[src/rtl/ym3438_arb_pkg.sv]
// Shared types, default timing constants and helpers for the YM3438 bus arbiter.
package ym3438_arb_pkg;

    typedef enum logic [2:0] {
        ST_IDLE     = 3'd0,
        ST_ADDR_WR  = 3'd1,
        ST_ADDR_GAP = 3'd2,
        ST_DATA_WR  = 3'd3,
        ST_BUSY     = 3'd4
    } arb_state_t;

    // Two chip cycles of 6 MCLK so the core's c1/c2 synchroniser sees the strobe.
    localparam int DEF_WR_PULSE  = 12;
    localparam int DEF_GAP       = 12;
    // 32 busy-counter cycles x 6 MCLK.
    localparam int DEF_BUSY_WAIT = 192;

    // Width of a down-counter able to hold the largest of the three delays.
    function automatic int cnt_width(input int a, input int b, input int c);
        int m;
        m = a;
        if (b > m) m = b;
        if (c > m) m = c;
        return $clog2(m + 1);
    endfunction

endpackage

[src/rtl/ym3438_arb_rr.sv]
// Two-port round-robin picker. Purely combinational; the caller owns the pointer.
module ym3438_arb_rr (
    input  logic [1:0] i_req,
    input  logic       i_ptr,
    output logic [1:0] o_grant,
    output logic       o_next_ptr
);

    // Pointer port wins a tie; after any grant the pointer moves to the other port.
    always_comb begin
        o_grant    = 2'b00;
        o_next_ptr = i_ptr;
        if (i_req[0] && i_req[1]) begin
            o_grant    = i_ptr ? 2'b10 : 2'b01;
            o_next_ptr = ~i_ptr;
        end else if (i_req[0]) begin
            o_grant    = 2'b01;
            o_next_ptr = 1'b1;
        end else if (i_req[1]) begin
            o_grant    = 2'b10;
            o_next_ptr = 1'b0;
        end
    end

endmodule

[src/rtl/ym3438_bus_arb.sv]
// Sequencer and two-port arbiter driving the YM3438 host write pins.
// Each posted write becomes an address strobe, a gap, a data strobe and a busy
// hold-off; the address strobe is skipped when the chip already has that
// {bank, reg} latched from the previous write. All outputs are registered and
// are computed from the next state so a strobe starts the cycle after the grant.
// Request handshake: i_req[p] is a level held until o_ack[p] pulses for one
// cycle; it is only sampled in IDLE and a latched write always completes.
module ym3438_bus_arb
    import ym3438_arb_pkg::*;
#(
    parameter int WR_PULSE  = DEF_WR_PULSE,
    parameter int GAP       = DEF_GAP,
    parameter int BUSY_WAIT = DEF_BUSY_WAIT
) (
    input  logic            i_mclk,
    input  logic            i_ic,
    input  logic [1:0]      i_req,
    input  logic [1:0]      i_bank,
    input  logic [1:0][7:0] i_reg,
    input  logic [1:0][7:0] i_val,
    output logic [1:0]      o_ack,
    output logic            o_busy,
    output logic            o_cs,
    output logic            o_wr,
    output logic            o_rd,
    output logic [1:0]      o_address,
    output logic [7:0]      o_data,
    output arb_state_t      o_dbg_state
);

    localparam int CW = cnt_width(WR_PULSE, GAP, BUSY_WAIT);
    localparam logic [CW-1:0] PULSE_LD = CW'(WR_PULSE - 1);
    localparam logic [CW-1:0] GAP_LD   = CW'(GAP - 1);
    localparam logic [CW-1:0] BUSY_LD  = CW'(BUSY_WAIT - 1);

    arb_state_t      r_state, w_next_state;
    logic [CW-1:0]   r_cnt, w_next_cnt;
    logic            r_ptr, r_win;
    logic            r_bank, r_last_bank, r_last_valid;
    logic [7:0]      r_reg, r_val, r_last_reg;
    logic            r_cs, r_wr, r_busy;
    logic [1:0]      r_ack, r_address;
    logic [7:0]      r_data;

    logic [1:0]      w_grant;
    logic            w_next_ptr, w_win_idx, w_latch, w_skip, w_done;
    logic            w_sel_bank, w_nbank;
    logic [7:0]      w_sel_reg, w_sel_val, w_nreg, w_nval;

    ym3438_arb_rr u_rr (
        .i_req      (i_req),
        .i_ptr      (r_ptr),
        .o_grant    (w_grant),
        .o_next_ptr (w_next_ptr)
    );

    assign w_win_idx  = w_grant[1];
    assign w_sel_bank = i_bank[w_win_idx];
    assign w_sel_reg  = i_reg[w_win_idx];
    assign w_sel_val  = i_val[w_win_idx];
    assign w_skip     = r_last_valid && ({w_sel_bank, w_sel_reg} == {r_last_bank, r_last_reg});
    assign w_done     = (r_state == ST_DATA_WR) && (r_cnt == '0);

    // Values the outputs will present after this edge (fresh on a grant).
    assign w_nbank = w_latch ? w_sel_bank : r_bank;
    assign w_nreg  = w_latch ? w_sel_reg  : r_reg;
    assign w_nval  = w_latch ? w_sel_val  : r_val;

    // Next-state logic: each timed state reloads the shared counter on entry.
    always_comb begin
        w_next_state = r_state;
        w_next_cnt   = r_cnt;
        w_latch      = 1'b0;
        case (r_state)
            ST_IDLE: begin
                if (|i_req) begin
                    w_latch      = 1'b1;
                    w_next_state = w_skip ? ST_DATA_WR : ST_ADDR_WR;
                    w_next_cnt   = PULSE_LD;
                end
            end
            ST_ADDR_WR: begin
                if (r_cnt == '0) begin
                    w_next_state = ST_ADDR_GAP;
                    w_next_cnt   = GAP_LD;
                end else begin
                    w_next_cnt = r_cnt - CW'(1);
                end
            end
            ST_ADDR_GAP: begin
                if (r_cnt == '0) begin
                    w_next_state = ST_DATA_WR;
                    w_next_cnt   = PULSE_LD;
                end else begin
                    w_next_cnt = r_cnt - CW'(1);
                end
            end
            ST_DATA_WR: begin
                if (r_cnt == '0) begin
                    w_next_state = ST_BUSY;
                    w_next_cnt   = BUSY_LD;
                end else begin
                    w_next_cnt = r_cnt - CW'(1);
                end
            end
            ST_BUSY: begin
                if (r_cnt == '0) begin
                    w_next_state = ST_IDLE;
                end else begin
                    w_next_cnt = r_cnt - CW'(1);
                end
            end
            default: begin
                w_next_state = ST_IDLE;
                w_next_cnt   = '0;
            end
        endcase
    end

    // State, counter, latched write and last-written-address tracking.
    always_ff @(posedge i_mclk) begin
        if (!i_ic) begin
            r_state      <= ST_IDLE;
            r_cnt        <= '0;
            r_ptr        <= 1'b0;
            r_win        <= 1'b0;
            r_bank       <= 1'b0;
            r_reg        <= 8'h00;
            r_val        <= 8'h00;
            r_last_valid <= 1'b0;
            r_last_bank  <= 1'b0;
            r_last_reg   <= 8'h00;
        end else begin
            r_state <= w_next_state;
            r_cnt   <= w_next_cnt;
            if (w_latch) begin
                r_win  <= w_win_idx;
                r_ptr  <= w_next_ptr;
                r_bank <= w_sel_bank;
                r_reg  <= w_sel_reg;
                r_val  <= w_sel_val;
            end
            if (w_done) begin
                r_last_valid <= 1'b1;
                r_last_bank  <= r_bank;
                r_last_reg   <= r_reg;
            end
        end
    end

    // Registered pin drivers derived from the state being entered this edge.
    always_ff @(posedge i_mclk) begin
        if (!i_ic) begin
            r_cs      <= 1'b1;
            r_wr      <= 1'b1;
            r_address <= 2'b00;
            r_data    <= 8'h00;
            r_ack     <= 2'b00;
            r_busy    <= 1'b0;
        end else begin
            r_cs   <= 1'b1;
            r_wr   <= 1'b1;
            r_ack  <= 2'b00;
            r_busy <= (w_next_state != ST_IDLE);
            case (w_next_state)
                ST_ADDR_WR: begin
                    r_cs      <= 1'b0;
                    r_wr      <= 1'b0;
                    r_address <= {w_nbank, 1'b0};
                    r_data    <= w_nreg;
                end
                ST_DATA_WR: begin
                    r_cs      <= 1'b0;
                    r_wr      <= 1'b0;
                    r_address <= {w_nbank, 1'b1};
                    r_data    <= w_nval;
                end
                default: ;
            endcase
            if (w_done) r_ack <= {r_win, ~r_win};
        end
    end

    assign o_ack       = r_ack;
    assign o_busy      = r_busy;
    assign o_cs        = r_cs;
    assign o_wr        = r_wr;
    assign o_rd        = 1'b1;
    assign o_address   = r_address;
    assign o_data      = r_data;
    assign o_dbg_state = r_state;

endmodule

[config.mk]
export PLATFORM = sky130hd
export DESIGN_NAME = ym3438_bus_arb
export DESIGN_NICKNAME = d
export VERILOG_FILES = /design/src/rtl/ym3438_arb_pkg.sv /design/src/rtl/ym3438_arb_rr.sv /design/src/rtl/ym3438_bus_arb.sv
export SDC_FILE = /design/constraint.sdc
export NUM_CORES = 1
export LEC_CHECK = 0
export ABC_AREA = 1
export BUFFER_PORTS_ARGS = -buffer_cell sky130_fd_sc_hd__buf_2
export CORE_ASPECT_RATIO = 0.9
export CORE_MARGIN = 2
export CORE_UTILIZATION = 55
export CTS_BUF_LIST = sky130_fd_sc_hd__clkbuf_2
export CTS_CLUSTER_DIAMETER = 60
export CTS_CLUSTER_SIZE = 12
export DETAILED_ROUTE_END_ITERATION = 16
export PLACE_DENSITY = 0.81
export SLEW_MARGIN = 20
export SYNTH_ARGS = -nofsm -noshare
export SYNTH_HDL_FRONTEND = slang
export SYNTH_SLANG_ARGS = --single-unit
[constraint.sdc]
create_clock -name i_mclk -period 2.1 [get_ports i_mclk]
set_input_delay 0.105 -clock i_mclk [delete_from_list [all_inputs] [get_ports i_mclk]]
set_output_delay 0.105 -clock i_mclk [all_outputs]
set_load 0.02 [all_outputs]
==> results by group, run 1 <==
Outcome
  – Outcome: complete, no violations

Floorplan
  – IO Pins: 57
  – Row Count: 24
  – Initial Utilization: approximately 57%
  – Die Footprint: 0.00562 mm²
  – Core area: around 0.0048 mm²
  – Die height: 71.3 µm
  – Chip width: 78.8 µm

Yosys
  – Count leader, synth: nand2_1
  – Xor-xnor portion of the synthesized cell area: approximately 1.3%
  – Synth warn: 0
  – Post-synthesis cell area: approximately 0.0028 mm²
  – Ys flop type: dfxtp_1
  – Top post-synthesis cells by area: dfxtp_1, nand2_1, nor2_1
  – Syn nets: about 450
  – Yosys top cell by area: dfxtp_1
  – Largest family of logic cells by synthesized area: simple AND/OR/NAND/NOR gates
  – Adder-Cell Fraction of Synth Area: 0.452%
  – Asr flop ratio synth: 0%
  – Syn Area/Cell: 6.80 µm²
  – Most frequent cells after synthesis: nand2_1, dfxtp_1, nor2_1, inv_1, nand3_1
  – Distinct cells, synth: 36
  – Flop and latch count out of synthesis: 54
  – Cells after Synth: 407
  – Mux cell area share after synthesis: 0%
  – Synth top area share: 39.0%
  – Number of enable flip-flop cells after synthesis: 0
  – Compound-cell area share of the yosys netlist: between 10% and 20%
  – Synth Area in Simple Gates: 34.8%
  – Seq/Total Area, Yosys: just under 40%

Finish
  – Nets: 501
  – Area Growth Syn to Fin: 17.5%
  – Layout cells sized above 1: 22.2%
  – Fill cell total of the finished layout: 429
  – Footprint of the multi-input gates: 0.00147 mm²
  – # diodes: 0
  – Register area: 0.00108 mm²

Clock network
  – Clock sink total: between 50 and 60
  – CTS HTree Levels: 2
  – Clock Latency Late Sink: ~440 ps
  – Total CTS buffers: 5
  – Clock Path Buffers: 2
  – Reg clk slew, reported paths: 270 ps
  – CTS tree: yes
  – CTS Root Cell: clkbuf_2

Global route
  – Total track usage: 24.2%
  – First-pass GRT wire length: 10.8 mm
  – Routing usage on met3: 3.90%
  – Remaining global-route overflow: 0
  – Largest net degree at the start of global routing: 37
  – Grt met1 use: between 30% and 40%
  – Vias in the first global route: about 2.5k
  – Gr busiest metal: met2
  – Met2 usage: a little over two fifths
  – Initial antenna violation count: 0

STA
  – Unrepaired setup endpoints after global routing: true
  – Final setup fails: 0
  – Post-route clock period utilization: 93.2%
  – Final hold vios: 0
  – Clk_skew: 25.4 ps
  – Worst Hold Slack: ~66 ps
  – Fmax: between 500 and 600 MHz
  – Final setup TNS: 0 ps
  – Slew Limit Fails: 0
  – Tmin final: 1960 ps

Routing
  – First DRT Iteration DRCs: between 200 and 250
  – 1st-pass router iterations: 5
  – Via count: 2,779
  – Residual DRC: 0
  – Via/cell ratio: 5.26
  – WL/cell: ~13 µm
  – Total Wirelength: just under 7 mm
  – Post-route ant nets: 0

Run
  – MaxCap Viol Count: 0

Power
  – Leak: 1.57 nW
  – VDD IR-drop max: 0.499 mV
  – PwrDens: 891 mW/mm²

Placement
  – HPWL after detailed placement: 4.97 mm
  – Gpl congestion: 0.907
  – IO buf count: 55

Critical path
  – Crit path kind: reg2reg
  – Critical path origin: r_cnt[0]
  – Worst R2R Setup Slack: roughly 140 ps
  – Crit path capture type: flop
  – Reg-to-Reg End: o_data[0]
  – Worst Path Required: 2470 ps
  – Worst Setup Start Kind: flop
  – Reg2reg path depth: 12
  – Worst r2r src: r_cnt[0]
  – Critical path arrival: 2330 ps
  – CP max FO: 8

Min path
  – Hold/Removal Path Class: in2reg
  – Hold Crit Depth: 4
  – Hold Crit Start: i_val[2]
  – WHS Endpoint: r_val[2]
[per-stage QoR]
stage                     cell area [µm²]  instances  utilization, %  worst slack (ps)  power [W]
after floorplan                      2770        407               -               351    0.00203
after global placement               3090        515            63.9               213    0.00229
after detailed placement             3090        515            63.9               110    0.00231
after CTS                            3170        524            65.5              30.3    0.00283
after global routing                 3250        528            67.3             -3.29    0.00308
final                                3250        528            67.3               143    0.00290
[report_power, final]
| part | total [W] | internal (W) | switching, W |
|---|---|---|---|
| Sequential | 0.00127 | 0.00118 | 0.0000919 |
| Clock | 0.000532 | 0.000211 | 0.000320 |
| Combinational | 0.00110 | 0.000383 | 0.000714 |
[worst max path at each step]
stage                      to  slack [ps]  cells past startpoint
global route        o_data[0]          -3                     12
detailed placement  o_data[7]         110                     11
finish              o_data[0]         140                     12
floorplan           o_data[2]         350                     12
CTS                 o_data[7]          30                     11
global placement    o_data[5]         210                     11
[metal layers]
layer	vias to the layer above	share of wire, %
li1	1414	-
met1	1273	44
met2	83	50
met3	9	4.9
met4	0	0.90
met5	-	0
[logic make-up (layout without fill, tap and decap cells)]
group	Yosys count	in the layout
AO/OA/AOI/OAI	70	70
XOR/XNOR	4	4
adder cells (fa/ha/maj)	1	1
buffers and inverters	66	121
flip-flops	54	54
other	1	1
AND/OR/NAND/NOR	211	212
[repair_timing]
action | in CTS | in global routing
resized for setup | 0 | 16
hold buffers | 1 | 0
endpoints found under the hold margin | 6 | 0
endpoints found under the setup margin | 0 | 14
setup buffers | 0 | 2
[worst max-delay path, stage by stage (launching register included)]
cell and delay, ps:
dfxtp_2 380, inv_1 80, ha_1 200, nand2_2 100, nor3_4 270, nand2_4 130, a21oi_4 260, nand2_4 100
buf_4 150, nand3_2 50, nand3_1 70, nand2_1 60, inv_1 30
[final cells by class]
type	instances	area share [%]
Clock buffer	7	1.08
Clock inverter	1	0.923
Inverter	46	5.38
Multi-Input combinational cell	288	45.1
Sequential cell	54	33.3
Tap cell	65	2.50
Timing Repair Buffer	67	11.7
[cell usage in the layout, fill, tap and decap left out, types with 4 or more instances in the layout]
master,count
or2_2,5
nor3_1,7
o21ai_1,4
o21ai_0,22
a211oi_1,9
dfxtp_1,53
inv_1,41
nand3b_1,6
a21oi_1,29
nand2_1,96
nand3_1,30
buf_2,56
xor2_1,4
nor2_1,46
nand2_4,4
buf_4,8
clkbuf_2,7
No activity file was read; power rests on OpenSTA's default activity.
==> run 2: changes to the inputs <==
- CORE_UTILIZATION: 55 -> 50
- PLACE_DENSITY: 0.81 -> 0.75
- clock period: 2.1 -> 2 ns (I/O delays scaled with it)
==> results by group, run 2 (same netlist as run 1, synthesis figures left out) <==
Floorplan
  – IO Pins: 57
  – Initial Utilization: 52.4%
  – Die Footprint: approximately 0.0061 mm²
  – Die height: between 70 and 80 µm
  – Core area: 0.00529 mm²
  – Row Count: 25
  – Chip width: 82.4 µm

Power
  – Net Sw Power: 0.00124 W
  – Clock share of power: 14.3%
  – VDD IR-drop max: 0.537 mV
  – Combinational power share: 41.8%
  – PwrDens: a little over 900 mW/mm²
  – Sw Ratio: 41.1%
  – Seq pwr share: 43.9%
  – Total power: 0.00301 W
  – Internal Power: 0.00177 W
  – Leak: 1.61 nW

Global route
  – First-pass GRT wire length: 11.1 mm
  – Remaining global-route overflow: 0
  – Gr busiest metal: met2
  – Met2 usage: 40.2%
  – Vias in the first global route: roughly 2.5k
  – Grt met1 use: 29.9%
  – Largest net degree at the start of global routing: 28
  – Routing usage on met3: 3.40%
  – Total track usage: 23.5%
  – Initial antenna violation count: 0

Routing
  – WL/cell: 13.2 µm
  – Via count: 2,829
  – Post-route ant nets: 0
  – First DRT Iteration DRCs: around 180
  – Residual DRC: 0
  – Via/cell ratio: 5.28
  – Total Wirelength: slightly above 7 mm
  – 1st-pass router iterations: 4

Finish
  – Nets: around 500
  – Area Growth Syn to Fin: 19.9%
  – # diodes: 0
  – Layout cells sized above 1: 25.4%
  – Commonest non-fill, non-tap cell in the layout: nand2_1
  – Most frequent cells in the layout: nand2_1, buf_2, dfxtp_1
  – Design Area, Final: 0.00332 mm²

Clock network
  – Total CTS buffers: 5
  – Clock sink total: 54
  – Clock Latency Late Sink: 460 ps
  – CTS tree: yes
  – Reg clk slew, reported paths: around 270 ps
  – CTS HTree Levels: 2
  – CTS Root Cell: clkbuf_2
  – Clock Path Buffers: 2

Placement
  – Placed Area: 0.00310 mm²
  – HPWL after detailed placement: 4.95 mm
  – IO buf count: 55
  – Gpl congestion: 0.885
  – DP Worst Slack: -23.4 ps

STA
  – Clk_skew: 28.5 ps
  – Setup WS post-layout: around 72 ps
  – Final setup TNS: 0 ps
  – Post-route clock period utilization: a little over nine tenths
  – Tmin final: 1930 ps
  – Slew Limit Fails: 0
  – Worst Hold Slack: approximately 16 ps
  – Final hold vios: 0
  – Fmax: 519 MHz
  – Unrepaired setup endpoints after global routing: true
  – Slew Limit Headroom: 58.5%
  – Actual slew at the worst max-slew pin: slightly above 600 ps
  – Final setup fails: 0

Outcome
  – Outcome: complete, no violations

Critical path
  – Crit path capture type: flop
  – Worst Path Required: 2370 ps
  – Crit path kind: reg2reg
  – Critical path arrival: 2290 ps
  – CP max FO: 6
  – Worst Setup Start Kind: flop

Min path
  – Hold/Removal Path Class: in2reg

Run
  – MaxCap Viol Count: 0
## run 2: power groups by stage
stage	combinational, W	clock (W)	sequential [W]
after global placement	0.00109	0	0.00134
after CTS	0.00114	0.000436	0.00132
final	0.00126	0.000431	0.00132
after floorplan	0.000716	0	0.00142
after global routing	0.00140	0.000467	0.00134
after detailed placement	0.00111	0	0.00134
## run 2: final cells by class
cell class / instances / area [µm²]
fill: 495 / 1970
multi-input combinational: 290 / 1530
sequential: 54 / 1080
timing repair buffer: 71 / 407
inverter: 46 / 175
tap: 67 / 83.8
clock buffer: 6 / 30.0
clock inverter: 2 / 8.76
## run 2: worst paths after layout
check	startpoint	to	slack, ps	cells after the start
setup / recovery	r_cnt[0]	r_last_reg[1]	70	9
hold / removal	i_val[1]	r_val[1]	20	3
setup reg to reg	r_cnt[0]	r_last_reg[1]	70	9
hold reg to reg	r_win	o_ack[0]	420	1
## run 2: routing by layer
metal  share of wire (%)  wire length, µm
met3                 5.4              385
met1                  46             3230
met4                 1.4               99
met5                   0                0
met2                  48             3380
## run 2: timing repair
| item | in CTS | in global routing |
|---|---|---|
| setup buffers | 0 | 3 |
| cloned | 0 | 4 |
| pin swaps | 0 | 5 |
| setup endpoints to repair | 3 | 26 |
| hold buffers | 1 | 0 |
| hold endpoints to repair | 10 | 0 |
| resized for setup | 5 | 29 |
## run 2: through the flow
stage | cells | utilization, %
after floorplan | 407 | -
after global placement | 520 | 58.7
after detailed placement | 520 | 58.7
after CTS | 529 | 60.1
after global routing | 536 | 62.8
final | 536 | 62.8
## run 2: critical path, stage by stage, from the launching register on
cell and delay (ps):
dfxtp_2 380, inv_1 90, ha_2 220, nand2_4 70, nor3_4 270, nand3_1 160, nor4_4 250, buf_6 180
nor2_1 40, a211oi_1 180
==> run 3: changes to the inputs <==
- PLACE_DENSITY: 0.75 -> 0.74
- REMOVE_ABC_BUFFERS: default -> 1
==> results by group, run 3 (same netlist as run 1, synthesis figures left out) <==
Placement
  – Gpl congestion: 0.847
  – Placed Area: 0.00315 mm²
  – IO buf count: 55
  – HPWL after detailed placement: 5.04 mm

Critical path
  – Critical path arrival: between 2000 and 2500 ps
  – Crit path capture type: flop
  – Worst Path Required: 2380 ps
  – Worst R2R Setup Slack: 70 ps
  – Crit path kind: reg2reg
  – Reg2reg path depth: 10
  – Worst r2r src: r_cnt[0]
  – Critical path origin: r_cnt[0]
  – Worst Setup Start Kind: flop
  – Reg-to-Reg End: r_last_reg[6]
  – CP max FO: 5

Floorplan
  – Chip width: slightly above 80 µm
  – IO Pins: 57
  – Initial Utilization: a little over half
  – Row Count: 25
  – Die Footprint: 0.00615 mm²
  – Core area: 0.00529 mm²
  – Die height: between 70 and 80 µm

Finish
  – # diodes: 0
  – Most frequent cells in the layout: nand2_1, buf_2, dfxtp_1
  – Fill cell total of the finished layout: 478
  – Commonest non-fill, non-tap cell in the layout: nand2_1
  – Design Area, Final: 0.00346 mm²
  – Nets: 516
  – Register area: between 0.001 and 0.0015 mm²
  – Footprint of the multi-input gates: 0.00152 mm²
  – Area Growth Syn to Fin: 24.9%
  – Layout cells sized above 1: 27.8%

STA
  – Tmin final: between 1500 and 2000 ps
  – Slew Limit Fails: 0
  – Fmax: 519 MHz
  – Final setup fails: 0
  – Clk_skew: 30.9 ps
  – Final setup TNS: 0 ps
  – Final hold vios: 0
  – Worst Hold Slack: 18.1 ps
  – Post-route clock period utilization: 96.4%

Global route
  – First-pass GRT wire length: between 10 and 15 mm
  – Vias in the first global route: 2,362
  – Initial antenna violation count: 0
  – Total track usage: roughly 23%
  – Remaining global-route overflow: 0
  – Largest net degree at the start of global routing: 29

Min path
  – Hold/Removal Path Class: in2reg
  – WHS Endpoint: r_val[3]
  – Hold Crit Start: i_val[11]
  – Hold Crit Depth: 5

Routing
  – Via/cell ratio: 5.14
  – Residual DRC: 0
  – Via count: between 2k and 3k
  – First DRT Iteration DRCs: 153
  – Total Wirelength: 6.99 mm
  – 1st-pass router iterations: 4
  – Post-route ant nets: 0
  – WL/cell: 12.8 µm

Clock network
  – CTS HTree Levels: 2
  – CTS Root Cell: clkbuf_2
  – Clock Latency Late Sink: about 460 ps
  – Clock sink total: 54
  – Total CTS buffers: 5
  – Reg clk slew, reported paths: 280 ps
  – Clock Path Buffers: 2
  – CTS tree: yes

Power
  – PwrDens: between 900 and 1000 mW/mm²
  – VDD IR-drop max: 0.546 mV
  – Leak: 1.66 nW
  – Total power: 0.00320 W

Outcome
  – Outcome: complete, no violations

Run
  – MaxCap Viol Count: 0
==> run 3: worst max-delay path by stage <==
stage                     cells after the start            end  slack, ps
after floorplan                               8       r_cnt[5]        -90
final                                        10  r_last_reg[6]         70
after global routing                         16      o_data[5]        -60
after global placement                       10  r_last_reg[1]        140
after CTS                                    10  r_last_reg[1]         20
after detailed placement                     12      o_data[6]         50
==> run 3: what timing repair did <==
action,4_1_cts,5_1_grt
hold buffers,1,0
resized for setup,1,37
pin swaps,0,8
setup buffers,0,10
hold endpoints to repair,10,0
endpoints found under the setup margin,2,18
==> run 3: metal layers <==
layer / wire, µm / share of wire, % / global-route usage [%]
met2: 3280 / 47 / 35.6
met5: 0 / 0 / 0
met4: 42 / 0.60 / 6.67
met1: 3320 / 48 / 31.9
met3: 342 / 4.9 / 4.25
==> run 3: layout make-up <==
type                    count  area share, %
multi-input cells         287           43.9
flip-flops and latches     54           31.5
repair buffers             83           15.2
inverters                  46           5.07
well taps                  67           2.42
clock buffers               7           1.01
clock inverters             1          0.868
==> run 3: through the flow <==
step	util, %	setup slack [ps]	std cells
after floorplan	-	-87.4	387
after global placement	59.6	140	526
after detailed placement	59.6	46.8	526
after CTS	61.1	18.4	535
after global routing	65.4	-60.3	545
final	65.4	71.4	545
==> run 3: report_power, final <==
part / total [W] / internal, W / switching (W) / leakage (nW)
combinational: 0.00130 / 0.000511 / 0.000789 / 1.18
sequential: 0.00133 / 0.00124 / 0.0000874 / 0.446
clock: 0.000568 / 0.000222 / 0.000346 / 0.0432
total: 0.00320 / 0.00197 / 0.00122 / 1.66
==> run 3: worst max-delay path, cell delays in order (launching register included) <==
cell,delay (ps)
dfxtp_2,390
inv_2,80
ha_4,160
nand2_4,70
nor3_4,230
buf_6,150
nand3_4,70
nor4_4,310
buf_4,200
nor2_1,50
a211oi_1,150
